<file path="src/rtl/seg7_pkg.sv">
// Shared 7-segment constants and helpers.
// Segment bit order is g..a from MSB to LSB.
package seg7_pkg;

  localparam int SEG_A = 0;
  localparam int SEG_G = 6;

  typedef logic [SEG_G:SEG_A] seg_t;

  localparam seg_t SEG_0     = 7'b0111111;
  localparam seg_t SEG_1     = 7'b0000110;
  localparam seg_t SEG_2     = 7'b1011011;
  localparam seg_t SEG_3     = 7'b1001111;
  localparam seg_t SEG_4     = 7'b1100110;
  localparam seg_t SEG_5     = 7'b1101101;
  localparam seg_t SEG_6     = 7'b1111101;
  localparam seg_t SEG_7     = 7'b0000111;
  localparam seg_t SEG_8     = 7'b1111111;
  localparam seg_t SEG_9     = 7'b1101111;
  localparam seg_t SEG_BLANK = 7'b0000000;

  function automatic seg_t seg_pol(
    input seg_t v,
    input logic low
  );
    return low ? ~v : v;
  endfunction

endpackage

</file>
<file path="src/rtl/bcd_seg_decoder.sv">
// BCD digit to active-high segment pattern.
// Codes 10..15 decode to blank.
module bcd_seg_decoder
  import seg7_pkg::*;
(
  input  logic [3:0] code,
  output seg_t       seg
);

  always_comb begin
    seg = SEG_BLANK;
    case (code)
      4'd0:    seg = SEG_0;
      4'd1:    seg = SEG_1;
      4'd2:    seg = SEG_2;
      4'd3:    seg = SEG_3;
      4'd4:    seg = SEG_4;
      4'd5:    seg = SEG_5;
      4'd6:    seg = SEG_6;
      4'd7:    seg = SEG_7;
      4'd8:    seg = SEG_8;
      4'd9:    seg = SEG_9;
      default: seg = SEG_BLANK;
    endcase
  end

endmodule

</file>
<file path="src/rtl/bcd_7seg_scan_driver.sv">
// Time-multiplexed multi-digit 7-segment driver with
// shadow load, leading-zero blanking and anode guard.
module bcd_7seg_scan_driver
  import seg7_pkg::*;
#(
  parameter int NUM_DIGITS     = 4,
  parameter int SCAN_DIV       = 50000,
  parameter int GUARD          = 2,
  parameter int BLANK_LEADING  = 1,
  parameter int SEG_ACTIVE_LOW = 0,
  parameter int AN_ACTIVE_LOW  = 1
) (
  input  logic                          clk,
  input  logic                          rst_n,
  input  logic [4*NUM_DIGITS-1:0]       bcd_in,
  input  logic [NUM_DIGITS-1:0]         dp_in,
  input  logic                          load,
  output logic [6:0]                    seg,
  output logic                          dp,
  output logic [NUM_DIGITS-1:0]         an,
  output logic [$clog2(NUM_DIGITS)-1:0] digit_idx,
  output logic                          frame_done
);

  localparam int IW = $clog2(NUM_DIGITS);
  localparam int PW = $clog2(SCAN_DIV);

  localparam logic SEG_LOW = (SEG_ACTIVE_LOW != 0);
  localparam logic AN_LOW  = (AN_ACTIVE_LOW != 0);
  localparam logic BLK_EN  = (BLANK_LEADING != 0);

  logic [NUM_DIGITS-1:0][3:0] sh_bcd;
  logic [NUM_DIGITS-1:0]      sh_dp;
  logic [PW-1:0]              pres;
  logic [IW-1:0]              idx;

  logic [NUM_DIGITS-1:0] lz;
  logic [NUM_DIGITS-1:0] one_hot;
  logic [NUM_DIGITS-1:0] an_nxt;
  logic [3:0]            cur;
  seg_t                  dec_seg;
  seg_t                  seg_nxt;
  logic                  blank;
  logic                  last_tick;
  logic                  last_dig;

  seg_t                  seg_r;
  logic                  dp_r;
  logic [NUM_DIGITS-1:0] an_r;
  logic                  fd_r;

  // lz[k]: digits NUM_DIGITS-1 down to k are all zero
  always_comb begin
    logic z;
    z  = 1'b1;
    lz = '0;
    for (int k = NUM_DIGITS - 1; k >= 0; k--) begin
      z     = z & (sh_bcd[k] == 4'd0);
      lz[k] = z;
    end
  end

  assign cur       = sh_bcd[idx];
  assign last_tick = (pres == PW'(SCAN_DIV - 1));
  assign last_dig  = (idx == IW'(NUM_DIGITS - 1));
  assign blank     = BLK_EN && (idx != '0) && lz[idx];
  assign one_hot   = NUM_DIGITS'(1) << idx;
  assign an_nxt    = (pres < PW'(GUARD)) ? '0 : one_hot;
  assign seg_nxt   = blank ? SEG_BLANK : dec_seg;

  bcd_seg_decoder u_dec (
    .code (cur),
    .seg  (dec_seg)
  );

  always_ff @(posedge clk or negedge rst_n) begin
    if (!rst_n) begin
      sh_bcd <= '0;
      sh_dp  <= '0;
    end else if (load) begin
      sh_bcd <= bcd_in;
      sh_dp  <= dp_in;
    end
  end

  always_ff @(posedge clk or negedge rst_n) begin
    if (!rst_n) begin
      pres <= '0;
      idx  <= '0;
    end else if (last_tick) begin
      pres <= '0;
      idx  <= last_dig ? '0 : idx + 1'b1;
    end else begin
      pres <= pres + 1'b1;
    end
  end

  always_ff @(posedge clk or negedge rst_n) begin
    if (!rst_n) begin
      seg_r <= SEG_BLANK;
      dp_r  <= 1'b0;
      an_r  <= '0;
      fd_r  <= 1'b0;
    end else begin
      seg_r <= seg_nxt;
      dp_r  <= sh_dp[idx];
      an_r  <= an_nxt;
      fd_r  <= last_tick && last_dig;
    end
  end

  assign seg        = seg_pol(seg_r, SEG_LOW);
  assign dp         = dp_r ^ SEG_LOW;
  assign an         = an_r ^ {NUM_DIGITS{AN_LOW}};
  assign digit_idx  = idx;
  assign frame_done = fd_r;

endmodule

</file>
<file path="config.mk">
export PLATFORM = sky130hd
export DESIGN_NAME = bcd_7seg_scan_driver
export DESIGN_NICKNAME = d
export VERILOG_FILES = /design/src/rtl/seg7_pkg.sv /design/src/rtl/bcd_seg_decoder.sv /design/src/rtl/bcd_7seg_scan_driver.sv
export SDC_FILE = /design/constraint.sdc
export NUM_CORES = 1
export LEC_CHECK = 0
export ABC_AREA = 0
export BUFFER_PORTS_ARGS = -buffer_cell sky130_fd_sc_hd__buf_2
export CAP_MARGIN = 25
export CORE_ASPECT_RATIO = 0.8
export CORE_MARGIN = 3
export CORE_UTILIZATION = 40
export CTS_CLUSTER_DIAMETER = 150
export DETAILED_ROUTE_END_ITERATION = 6
export HOLD_SLACK_MARGIN = 0.15
export PLACE_DENSITY = 0.65
export SYNTH_ARGS = -nofsm -noshare
export SYNTH_HDL_FRONTEND = slang
export SYNTH_SLANG_ARGS = --single-unit
</file>
<file path="constraint.sdc">
create_clock -name clk -period 5.5 [get_ports clk]
set_input_delay 0.275 -clock clk [delete_from_list [all_inputs] [get_ports clk]]
set_output_delay 0.275 -clock clk [all_outputs]
set_load 0.01 [all_outputs]
</file>
[After elaboration in Yosys (flattened, before gate mapping)]
Memories as Yosys holds them, arrays and structs flattened.
Index checks and enable logic that the tools add are counted.
Cells by class
  add/sub/neg operators: 2
  multiply operators: 0
  divide/modulo/power cells: 0
  order comparisons: 2
  equal/unequal tests: 2
  shift-type cells: 1
  multiplexer cells: 10
  bitwise operators: 4
  reduce and logical (&&, ||, !) cells: 7
Operators by type and width (count)
  16-bit by 1-bit adder with 16-bit output, second input constant: 1
  16-bit == test, second input constant: 1
  4-bit zero test: 4
  16-bit by 2-bit less-than comparator with 1-bit output, second input constant: 1
  16-bit two-way mux: 1
  4-bit binary-select mux with 2-bit select: 1
  4-bit two-way mux: 2
  7-bit two-way mux: 1
  1-bit binary-select mux with 2-bit select: 2
  4-bit inverter: 1
  1-bit by 2-bit left shift with 4-bit output, first input constant: 1
  1-bit bitwise AND: 3
  2-bit by 3-bit less-than comparator with 1-bit output, second input constant: 1
  2-bit by 1-bit adder with 2-bit output, second input constant: 1
  2-bit == test, second input constant: 1
  1-bit logical AND: 2
  1-bit two-way mux: 2
  2-bit two-way mux: 1
  2-bit nonzero test: 1
Storage, ports and cells
  register bits: 51
  bits in latches: 0
  RAM bits: 0
  bits in read-only memories: 112
  input port bits: 23
  output and inout port bits: 15
  logic and storage cells: 40
  memories: 1
Memories
  (no name shown): depth 16, width 7, read ports 1, clocked after memory_dff 0, write ports 0, line bcd_seg_decoder.sv:12  | case (code)

[Logic depth before layout (Yosys ltp)]
Gate-level depths: netlist (run 1).
  depth in word-level cells: 8
  mapped depth: 8

[Modules after synthesis]
A second synthesis (run 1) with hierarchy kept.
Second synthesis, totals
  cell total of the unflattened synthesis: 201
  area, all modules: 2459.9 sq um
Modules (own cells, without submodules)
  bcd_7seg_scan_driver: times used 1, cells each 173, area each 2239.6 sq um, sequential area each 1276.2 sq um
  bcd_seg_decoder: times used 1, cells each 28, area each 220.2 sq um, sequential area each 0.0 sq um

[Worst setup path after synthesis (run 1)]
No wires, ideal clock.
  path kind: flip-flop to flip-flop
  start: register idx[0], in the netlist digit_idx[0]
  end: register seg_r[0], in the netlist seg[0]
  setup time: 0.141 ns
  arrival: 1.871 ns
  data required time: 5.359 ns
  path slack: 3.487 ns
  stages on the path, launching flop included: 7
  path buffers: 1
  clock period less this slack: 2.013 ns
  cell sequence: dfrtp_1 buf_6 inv_1 ha_1 or4_1 a2111oi_4 nor3_1
Between the ends
  longest elaborated chain between the ends: 4
  elaborated cells on any way between the ends: 8
Ends and longest elaborated chain
  start, declared: line bcd_7seg_scan_driver.sv:35  | logic [IW-1:0] idx;
  start signal, assigned: line bcd_7seg_scan_driver.sv:92  | idx <= last_dig ? '0 : idx + 1'b1;
  4-bit binary-select mux with 2-bit select or 1-bit binary-select mux with 2-bit select (tied branches): line bcd_7seg_scan_driver.sv:63, bcd_7seg_scan_driver.sv:66
  4-bit two-way mux (implied by the code) or 1-bit two-way mux (tied branches): line bcd_7seg_scan_driver.sv:63, bcd_7seg_scan_driver.sv:66
  memory 16 x 7 bit or 1-bit logical AND (tied branches)
  7-bit two-way mux (*): line bcd_7seg_scan_driver.sv:69  | assign seg_nxt = blank ? SEG_BLANK : dec_seg;
  named net seg_nxt[0]: line bcd_7seg_scan_driver.sv:42  | seg_t seg_nxt;
  end signal, assigned: line bcd_7seg_scan_driver.sv:105  | seg_r <= seg_nxt;
  end, declared: line bcd_7seg_scan_driver.sv:47  | seg_t seg_r;
The timed path passes the listed nets; every way through them passes the cells marked *. The select of a mux whose other input is x is not followed.
A chain may end at the register's enable or synchronous reset.

[Final worst setup path (run 1)]
Same ends and word-level chain as after synthesis.

==> results of run 1 <==
layer usage:
metal,up-vias,global-route usage (%)
li1,787,-
met1,802,22.4
met2,40,18.7
met3,4,3.04
met4,0,3.03
met5,-,0
placed cells by master (no fill, tap or decap), drive strengths merged:
cell,netlist,routed
a2111oi,1,1
a211oi,1,1
a21oi,6,6
a31o,1,1
a32oi,1,1
and2,9,9
and2b,1,1
and3,4,4
and4,3,3
buf,4,38
bufinv,0,1
clkbuf,5,6
dfrtp,51,51
dlygate4sd3,0,1
ha,10,10
inv,14,14
mux2,22,22
mux2i,2,2
mux4,5,5
nand2,8,8
nand2b,1,1
nand3,4,4
nand4,8,8
nor2,15,15
nor3,2,2
nor4,8,8
o211ai,1,1
o21ai,4,4
or3,1,1
or4,1,1
xnor2,9,9
xor2,4,4
power groups by stage:
stage / Sequential [mW] / Clock, mW / Combinational [mW]
2_1_floorplan: 0.422 / 0 / 0.0485
3_3_place_gp: 0.421 / 0 / 0.0847
3_5_place_dp: 0.422 / 0 / 0.0865
4_1_cts: 0.415 / 0.259 / 0.0874
5_1_grt: 0.417 / 0.275 / 0.0973
6_report: 0.415 / 0.254 / 0.0864
timing repair:
| item | in CTS | in global routing |
|---|---|---|
| hold endpoints to repair | 51 | 0 |
| setup buffers | 0 | 0 |
| endpoints found under the setup margin | 0 | 0 |
| hold buffers | 1 | 0 |
| gates resized for setup | 0 | 0 |
state kept, by name, indices dropped and copies added, names as in the netlist:
| register | count |
|---|---|
| pres | 16 |
| sh_bcd | 16 |
| seg | 7 |
| an_r | 4 |
| sh_dp | 4 |
| digit_idx | 2 |
| dp | 1 |
| frame_done | 1 |
worst min-delay path by stage:
stage,slack (ps),depth (start not counted),end
6_report,200,2,sh_bcd[9]$_DFFE_PN0P_
5_1_grt,190,2,sh_bcd[1]$_DFFE_PN0P_
4_1_cts,190,2,sh_bcd[8]$_DFFE_PN0P_
3_5_place_dp,430,2,seg[1]$_DFF_PN0_
3_3_place_gp,420,2,seg[1]$_DFF_PN0_
2_1_floorplan,-20,0,an_r[0]$_DFF_PN0_
logic make-up (layout without fill, tap and decap cells):
group	after synthesis	in the layout	synth area share [%]
buf+inv	23	60	4.33
fa+ha+maj	10	10	4.98
xor+xnor	13	13	4.53
flops	51	51	50.7
compound gates	15	15	4.58
mux	29	29	15.4
simple gates	65	65	15.4
cell type report:
type,count,share of cell area [%]
Sequential cell,51,44.5
Timing Repair Buffer,39,7.07
Clock buffer,6,2.53
Tap cell,81,3.54
Multi-Input combinational cell,132,39.4
Inverter,14,1.83
Clock inverter,1,1.05
==> impl_metrics.toml, run 1 <==
[yosys]
ys.flop_type = "dfrtp_1"
synth.top_cell.area_share_pct = 50.7
async_reset_ff_share_pct = 100
synth_edf_count = 0
seq_area_frac_synth_pct = 50.7
synth.most_common_cell = "dfrtp_1"
yosys_warnings = 0
synthDistinctLibCells = 38
ys_ff_latch = 51
synthCells = 206
ys_top_cells_by_count = "51 x dfrtp_1, 20 x mux2_2, 15 x nor2_1"
syn_nets = 239
syn_avg_cell_area_um2 = 12.2
synth.area.top_cells = "dfrtp_1 51%, mux2_2 9.0%, ha_1 5.0%"
syn_area_um2 = 2510
synth_top_cell_by_area = "dfrtp_1"

[layout]
nNetsFinal = 276
fill_cells = 568
synthToLayoutAreaGrowth_pct = 13.9
drive_gt1_share_pct = 32.9
final_cell_area_um2 = 2870
regArea_um2 = 1280
diodes = 0
multi_input_area_um2 = 1130
utilization_pct = 47.7
fin_cells = 324

[power]
p_leak_nw = 1.28
p_total_mw = 0.755
sw_frac_of_total_pct = 23.8
p_clk_share_pct = 33.6
internal_power_mw = 0.575
combPwrFrac_pct = 11.5
seqPwrFrac_pct = 54.9
power_density_nw_per_um2 = 263
p_sw_mw = 0.180
ir_drop_mv = 0.135

[critical_path]
worst_setup_path_start_kind = "register"
r2r-start = "digit_idx[0]$_DFFE_PN0N_"
worst_ep_arrival_time_ps = 2550
cp.required_ps = 5670
critPathTopFamily = "flip-flops"
worst-path-stages = 5
r2r_end = "seg[0]$_DFF_PN0_"
crit_path_start = "digit_idx[0]$_DFFE_PN0N_"
worstSetupEndpointType = "register"
r2r_slack_ps = 3120
worstPathMaxFanout = 11
path_class = "reg -> reg"
path_buf_inv = 1
crit_chain = "inv_1 > ha_1 > or4_1 > a2111oi_4 > nor3_1"
critPathMaxStageDelay_ps = 650
rr_worst_depth = 5
crit_end = "seg[0]$_DFF_PN0_"
cp_slowest_cell = "dfrtp_1"

[floorplan]
io_pins = 38
core.rowCount = 25
dieArea_um2 = 7280
initial_core_util_pct = 41.9
core_um2 = 6010
die_h_um = 76.9
dieWidth_um = 94.7

[cts]
clk_pin_slew_ps = 90
cts_root_buf = "clkbuf_8"
cts_tree = "built"
clk_latency_ps = 300
cts-buffers-inserted = 5
cts_sinks = 51
clockBufferDepth = 2
htreeDepth = 2

[global_route]
overflow = 0
grtUsageTotal_pct = 13.9
grt_pass1_vias = 1570
grt_pass1_wl_um = 8010
grt_max_degree = 52
antenna_found_initial = 0

[sta]
max_slew_margin_pct = 57.0
setup_viol = 0
fin_tns_setup_ps = 0
fin_ws_ps = 3120
rsz0062_at_grt = "no"
slew_viol_final = 0
skew_ps = 9.05
finalCritPeriodShare_pct = 43.2
timing.hold.ws_ps = 196
hold_viol_final = 0
maxClockFrequency_mhz = 421
min_period_ps = 2380
worst_slew_pin_slew_ps = 646

[route]
num_vias = 1633
viasPerCell = 5.04
m1WireLength_um = 2530
wl_met2_um = 2050
drc = 0
wl_met3_um = 203
finalWirelength_um = 4820
ant_nets = 0
top_layer_used = "met4"
dr.pass1.iters = 4
avgRoutedWirePerCell_um = 14.9
dr.first_iter.drc_count = 93

[place]
port_buffers = 37
numPlacedInstances = 316
post-place-ws_ps = 3100
place.gp.congestion = 0.785
hpwl_um = 3490
post_dp_cell_area_um2 = 2750

[min_path]
hp-start = "bcd_in[9]"
holdCritPathClass = "in -> reg"

[flow_run]
cap_violations = 0

[outcome]
outcome = "completed"
Note: power is estimated with default switching activity, not from simulation.
==> inputs of run 2 (changes only) <==
--- a/config.mk
+++ b/config.mk
@@ -14,7 +14,7 @@
 export CTS_CLUSTER_DIAMETER = 150
 export DETAILED_ROUTE_END_ITERATION = 6
 export HOLD_SLACK_MARGIN = 0.15
-export PLACE_DENSITY = 0.65
+export PLACE_DENSITY = 0.68
 export SYNTH_ARGS = -nofsm -noshare
 export SYNTH_HDL_FRONTEND = slang
 export SYNTH_SLANG_ARGS = --single-unit
==> constraint.sdc (replaced) <==
create_clock -name clk -period 2.1 [get_ports clk]
set_input_delay 0.105 -clock clk [delete_from_list [all_inputs] [get_ports clk]]
set_output_delay 0.105 -clock clk [all_outputs]
set_load 0.01 [all_outputs]
==> run 2 against run 1 <==
Routed wire length grew 1.9%; largest power group unchanged; critical endpoint is now seg[5]$_DFF_PN0_; clock power grew 120%; critical path depth is the same; first-iteration DRC count grew 11%; sequential power grew to 2.6 times the previous value.
==> impl_metrics.toml, run 2 (synthesis gave the netlist of run 1 again) <==
[critical_path]
worstSetupEndpointType = "register"
path_buf_inv = 1
crit_chain = "buf_4 > mux4_2 > ha_1 > or3_1 > a21oi_1"
critPathTopFamily = "multiplexers"
worst_setup_path_start_kind = "register"
cp.required_ps = 2340
path_class = "reg -> reg"
r2r_slack_ps = 170
critPathMaxStageDelay_ps = 550
rr_worst_depth = 5
r2r_end = "seg[5]$_DFF_PN0_"
r2r-start = "digit_idx[0]$_DFFE_PN0N_"
worst_ep_arrival_time_ps = 2160
worstPathMaxFanout = 5
cp_slowest_cell = "mux4_2"

[cts]
cts_root_buf = "clkbuf_8"
clk_latency_ps = 300
cts-buffers-inserted = 5
clockBufferDepth = 2
post-cts-setup-buffers = 0
clk_pin_slew_ps = 100
cts_tree = "built"
htreeDepth = 2
cts_sinks = 51

[power]
p_total_mw = 1.90
power_density_nw_per_um2 = 615
p_leak_nw = 1.39
ir_drop_mv = 0.460

[floorplan]
core_um2 = 6010
dieArea_um2 = 7280
die_h_um = 76.9
initial_core_util_pct = 41.9
io_pins = 38
dieWidth_um = 94.7
core.rowCount = 25

[layout]
mostFrequentLayoutCell = "dfrtp_1"
synthToLayoutAreaGrowth_pct = 23.1
drive_gt1_share_pct = 32.6
diodes = 0
utilization_pct = 51.6
nNetsFinal = 302
fill_cells = 555
mostFrequentLayoutCells = "51 x dfrtp_1, 37 x buf_2, 21 x dlygate4sd3_1"
fin_cells = 351

[min_path]
holdPathStages = 2
worstHoldEndpoint = "sh_bcd[7]$_DFFE_PN0P_"
hp-start = "load"
holdCritPathClass = "in -> reg"

[place]
hpwl_um = 3510
port_buffers = 37
numPlacedInstances = 322
place.gp.congestion = 0.849

[global_route]
grtUsageTotal_pct = 14.2
grt_pass1_wl_um = 8090
grt_max_degree = 31
overflow = 0
grt_pass1_vias = 1590
antenna_found_initial = 0

[sta]
hold_viol_final = 0
fin_tns_setup_ps = 0
max_slew_margin_pct = 55.8
setup_viol = 0
skew_ps = 7.91
slew_viol_final = 0
worst_slew_pin_slew_ps = 663
maxClockFrequency_mhz = 519
rsz0062_at_grt = "no"
min_period_ps = 1930
finalCritPeriodShare_pct = 91.8

[route]
avgRoutedWirePerCell_um = 14.0
num_vias = 1745
dr.first_iter.drc_count = 103
ant_nets = 0
finalWirelength_um = 4910
dr.pass1.iters = 7
viasPerCell = 4.97
drc = 0

[flow_run]
cap_violations = 0

[outcome]
outcome = "completed"
## run 2: worst register-to-register path, delay by kind of cell, from the launching register on
kind                       cells  cell delay, ps
AOI/OAI and AO/OA              1             130
adders and majority gates      1             200
muxes                          1             550
DFF                            1             430
and+or+nand+nor                1             380
buffers and inverters          1             170
## run 2: worst max path at each step
stage / to / slack [ps] / startpoint / cells after the start
global route: seg[0]$_DFF_PN0_ / 40 / digit_idx[0]$_DFFE_PN0N_ / 5
floorplan: seg[0]$_DFF_PN0_ / 90 / digit_idx[0]$_DFFE_PN0N_ / 6
detailed placement: seg[0]$_DFF_PN0_ / 50 / digit_idx[0]$_DFFE_PN0N_ / 5
CTS: seg[0]$_DFF_PN0_ / 20 / digit_idx[0]$_DFFE_PN0N_ / 5
global placement: seg[0]$_DFF_PN0_ / 120 / digit_idx[0]$_DFFE_PN0N_ / 5
finish: seg[5]$_DFF_PN0_ / 170 / digit_idx[0]$_DFFE_PN0N_ / 5
## run 2: final cells by class
type | instances | area [µm²] | share of cell area (%)
flip-flops and latches | 51 | 1280 | 41.2
clock buffers | 5 | 68.8 | 2.22
inverters | 14 | 52.6 | 1.70
clock inverters | 3 | 20.0 | 0.646
well taps | 81 | 101 | 3.27
multi-input cells | 132 | 1130 | 36.5
repair buffers | 65 | 448 | 14.5
## run 2: power by group
group          leakage [nW]  internal [mW]  switching [mW]
combinational         0.718          0.137           0.121
sequential            0.630           1.04          0.0390
clock                0.0402          0.232           0.329
## run 2: per-layer routing
| layer | part of all wire [%] | global-route usage [%] |
|---|---|---|
| met2 | 42 | 18.9 |
| met1 | 51 | 22.8 |
| met3 | 5.1 | 3.04 |
| met5 | 0 | 0 |
| met4 | 2.0 | 4.18 |
## run 2: repair_timing
item                                    CTS  global route
hold endpoints to repair                 48             0
endpoints found under the setup margin    0             6
resized for setup                         0             0
hold buffers                             21             0
## run 2: stage by stage
| step | cell area [µm²] | setup WS (ps) | hold WS, ps |
|---|---|---|---|
| floorplan | 2510 | 87.2 | -191 |
| global placement | 2800 | 121 | 170 |
| detailed placement | 2800 | 50.4 | 176 |
| CTS | 3100 | 24.4 | 338 |
| global route | 3100 | 38.5 | 356 |
| finish | 3100 | 173 | 343 |
==> inputs of run 3 (changes only) <==
--- a/config.mk
+++ b/config.mk
@@ -5,7 +5,7 @@
 export SDC_FILE = /design/constraint.sdc
 export NUM_CORES = 1
 export LEC_CHECK = 0
-export ABC_AREA = 0
+export ABC_AREA = 1
 export BUFFER_PORTS_ARGS = -buffer_cell sky130_fd_sc_hd__buf_2
 export CAP_MARGIN = 25
 export CORE_ASPECT_RATIO = 0.8
@@ -13,8 +13,9 @@
 export CORE_UTILIZATION = 40
 export CTS_CLUSTER_DIAMETER = 150
 export DETAILED_ROUTE_END_ITERATION = 6
+export GPL_TIMING_DRIVEN = 1
 export HOLD_SLACK_MARGIN = 0.15
-export PLACE_DENSITY = 0.68
+export PLACE_DENSITY = 0.67
 export SYNTH_ARGS = -nofsm -noshare
 export SYNTH_HDL_FRONTEND = slang
 export SYNTH_SLANG_ARGS = --single-unit
==> constraint.sdc (replaced) <==
create_clock -name clk -period 2.1 [get_ports clk]
set_input_delay 0.105 -clock clk [delete_from_list [all_inputs] [get_ports clk]]
set_output_delay 0.105 -clock clk [all_outputs]
set_load 0.005 [all_outputs]
==> run 3 against run 2 <==
Cell count grew 30%; highest routed layer unchanged; flip-flop and latch count stayed put; largest cell class unchanged; clock skew fell by 1.3 ps; maximum frequency grew 13%; cell area rose by 2.9%; power down 2.0%; routed wire length up 8.6%; clock power shrank 3%.
==> impl_metrics.toml, run 3 <==
[outcome]
outcome = "completed"

[sta]
hold_viol_final = 0
fin_tns_setup_ps = 0
rsz0062_at_grt = "no"
min_period_ps = 1710
skew_ps = 6.64
worst_slew_pin_slew_ps = 641
slew_viol_final = 0
maxClockFrequency_mhz = 586
finalCritPeriodShare_pct = 81.3
setup_viol = 0
max_slew_margin_pct = 57.3

[critical_path]
cp.required_ps = 2330
r2r-start = "digit_idx[1]$_DFFE_PN0N_"
path_class = "reg -> reg"
worst_setup_path_start_kind = "register"
r2r_slack_ps = 390
worst_ep_arrival_time_ps = 1930
worstSetupEndpointType = "register"
worstPathMaxFanout = 10
rr_worst_depth = 10
r2r_end = "seg[0]$_DFF_PN0_"

[cts]
clockBufferDepth = 2
cts_sinks = 51
cts-buffers-inserted = 5
htreeDepth = 2
clk_pin_slew_ps = 90
clk_latency_ps = 300
cts_root_buf = "clkbuf_8"
cts_tree = "built"

[global_route]
grt_max_degree = 52
overflow = 0
grt_pass1_wl_um = 9340
antenna_found_initial = 0
grtUsageTotal_pct = 15.2
grt_pass1_vias = 2072

[floorplan]
core.rowCount = 25
dieArea_um2 = 7610
io_pins = 38
dieWidth_um = 96.8
die_h_um = 78.6
core_um2 = 6130
initial_core_util_pct = 43.0

[yosys]
synth_edf_count = 0
ys_ff_latch = 51
async_reset_ff_share_pct = 100
ys_top_cells_by_count = "71 x nand2_1, 53 x nor2_1, 51 x dfrtp_1"
syn_avg_cell_area_um2 = 8.37
syn_nets = 348
ys.flop_type = "dfrtp_1"
yosys_warnings = 0
synthDistinctLibCells = 25
synth.most_common_cell = "nand2_1"
synth.area.top_cells = "dfrtp_1 48%, nand2_1 10%, nor2_1 7.5%"
synth_top_cell_by_area = "dfrtp_1"
seq_area_frac_synth_pct = 48.4
syn_area_um2 = 2640
synthCells = 315
synth.top_cell.area_share_pct = 48.4

[layout]
mostFrequentLayoutCell = "nand2_1"
diodes = 0
synthToLayoutAreaGrowth_pct = 20.8
drive_gt1_share_pct = 19.6
fin_cells = 458
mostFrequentLayoutCells = "71 x nand2_1, 53 x nor2_1, 51 x dfrtp_1"
nNetsFinal = 409

[min_path]
hp-start = "load"
holdCritPathClass = "in -> reg"
worstHoldEndpoint = "sh_bcd[6]$_DFFE_PN0P_"
holdPathStages = 3

[route]
ant_nets = 0
drc = 0
dr.first_iter.drc_count = 118
dr.pass1.iters = 4
avgRoutedWirePerCell_um = 11.6
num_vias = 2104
finalWirelength_um = 5340
viasPerCell = 4.59

[place]
place.gp.congestion = 0.868
hpwl_um = 3800
numPlacedInstances = 429
port_buffers = 37

[power]
power_density_nw_per_um2 = 586
p_leak_nw = 1.62
ir_drop_mv = 0.306
p_total_mw = 1.87

[flow_run]
cap_violations = 0
## run 3: cell types whose count changed in the layout (fill, tap and decap cells not counted), moves of 6 or more
cell     before  now
nand2_1       7   71
o21ai_0       4   15
nor2_1       15   53
inv_1        14   41
and2_1        8    0
nor4_1        6    0
nand3_1       4   18
mux2_2       20   11
xnor2_1       9    1
## run 3: layer usage
metal  track usage [%]  routed length (µm)  vias to the layer above
li1                  -                   -                     1090
met1              21.5                2770                      955
met2              23.4                2230                       54
met3              3.37                 279                        5
met4              4.63                  54                        0
met5                 0                   0                        -
## run 3: cell families (layout without fill, tap and decap cells)
logic type,count (synthesis),count (layout),share of synthesized area [%]
AO/OA/AOI/OAI,21,21,3.98
XOR/XNOR,10,10,3.32
flip-flops,51,51,48.4
adder cells (fa/ha/maj),10,10,4.74
AND/OR/NAND/NOR,163,163,27.0
multiplexers,11,11,4.70
buffers and inverters,49,111,7.87
## run 3: repair_timing
action / in CTS / in global routing
endpoints found under the setup margin: 0 / 0
setup buffers: 0 / 0
gates resized for setup: 0 / 0
hold buffers: 21 / 0
hold endpoints to repair: 71 / 0
## run 3: per-stage QoR
| stage | util (%) | hold slack, ps | worst slack [ps] | area (µm²) |
|---|---|---|---|---|
| after floorplan | - | -191 | 605 | 2640 |
| after global placement | 47.2 | 262 | 448 | 2890 |
| after detailed placement | 47.2 | 260 | 414 | 2890 |
| after CTS | 52.0 | 270 | 393 | 3190 |
| after global routing | 52.0 | 319 | 250 | 3190 |
| final | 52.0 | 278 | 393 | 3190 |
## run 3: report_power, final
group          internal [mW]  leakage [nW]  switching (mW)
Clock                  0.229        0.0477           0.314
Sequential              1.04         0.633          0.0295
Combinational          0.120         0.939           0.131
Total                   1.39          1.62           0.475
## run 3: layout make-up
type	count	area (µm²)
clock inverter	3	15.0
fill	578	2940
sequential	51	1280
timing repair buffer	60	410
multi-input combinational	215	1150
inverter	43	161
clock buffer	5	68.8
tap	81	101
## run 3: how the worst max path moves through the flow
stage	from	endpoint	slack, ps	cells after the start
after floorplan	digit_idx[0]$_DFFE_PN0N_	seg[3]$_DFF_PN0_	600	10
after global placement	digit_idx[1]$_DFFE_PN0N_	seg[3]$_DFF_PN0_	450	8
after detailed placement	digit_idx[1]$_DFFE_PN0N_	seg[0]$_DFF_PN0_	410	10
after CTS	digit_idx[1]$_DFFE_PN0N_	seg[0]$_DFF_PN0_	390	10
after global routing	pres[0]$_DFF_PN0_	digit_idx[1]$_DFFE_PN0N_	250	6
final	digit_idx[1]$_DFFE_PN0N_	seg[0]$_DFF_PN0_	390	10
## run 3: worst max-delay path, stage by stage (launching register included)
cell     delay (ps)
dfrtp_1         510
inv_2           210
nand3_1         110
nand2_1         190
inv_1            90
ha_1            190
inv_1            60
nand2_1          50
nand2_1          70
nor2_1           40
nor2_1          100
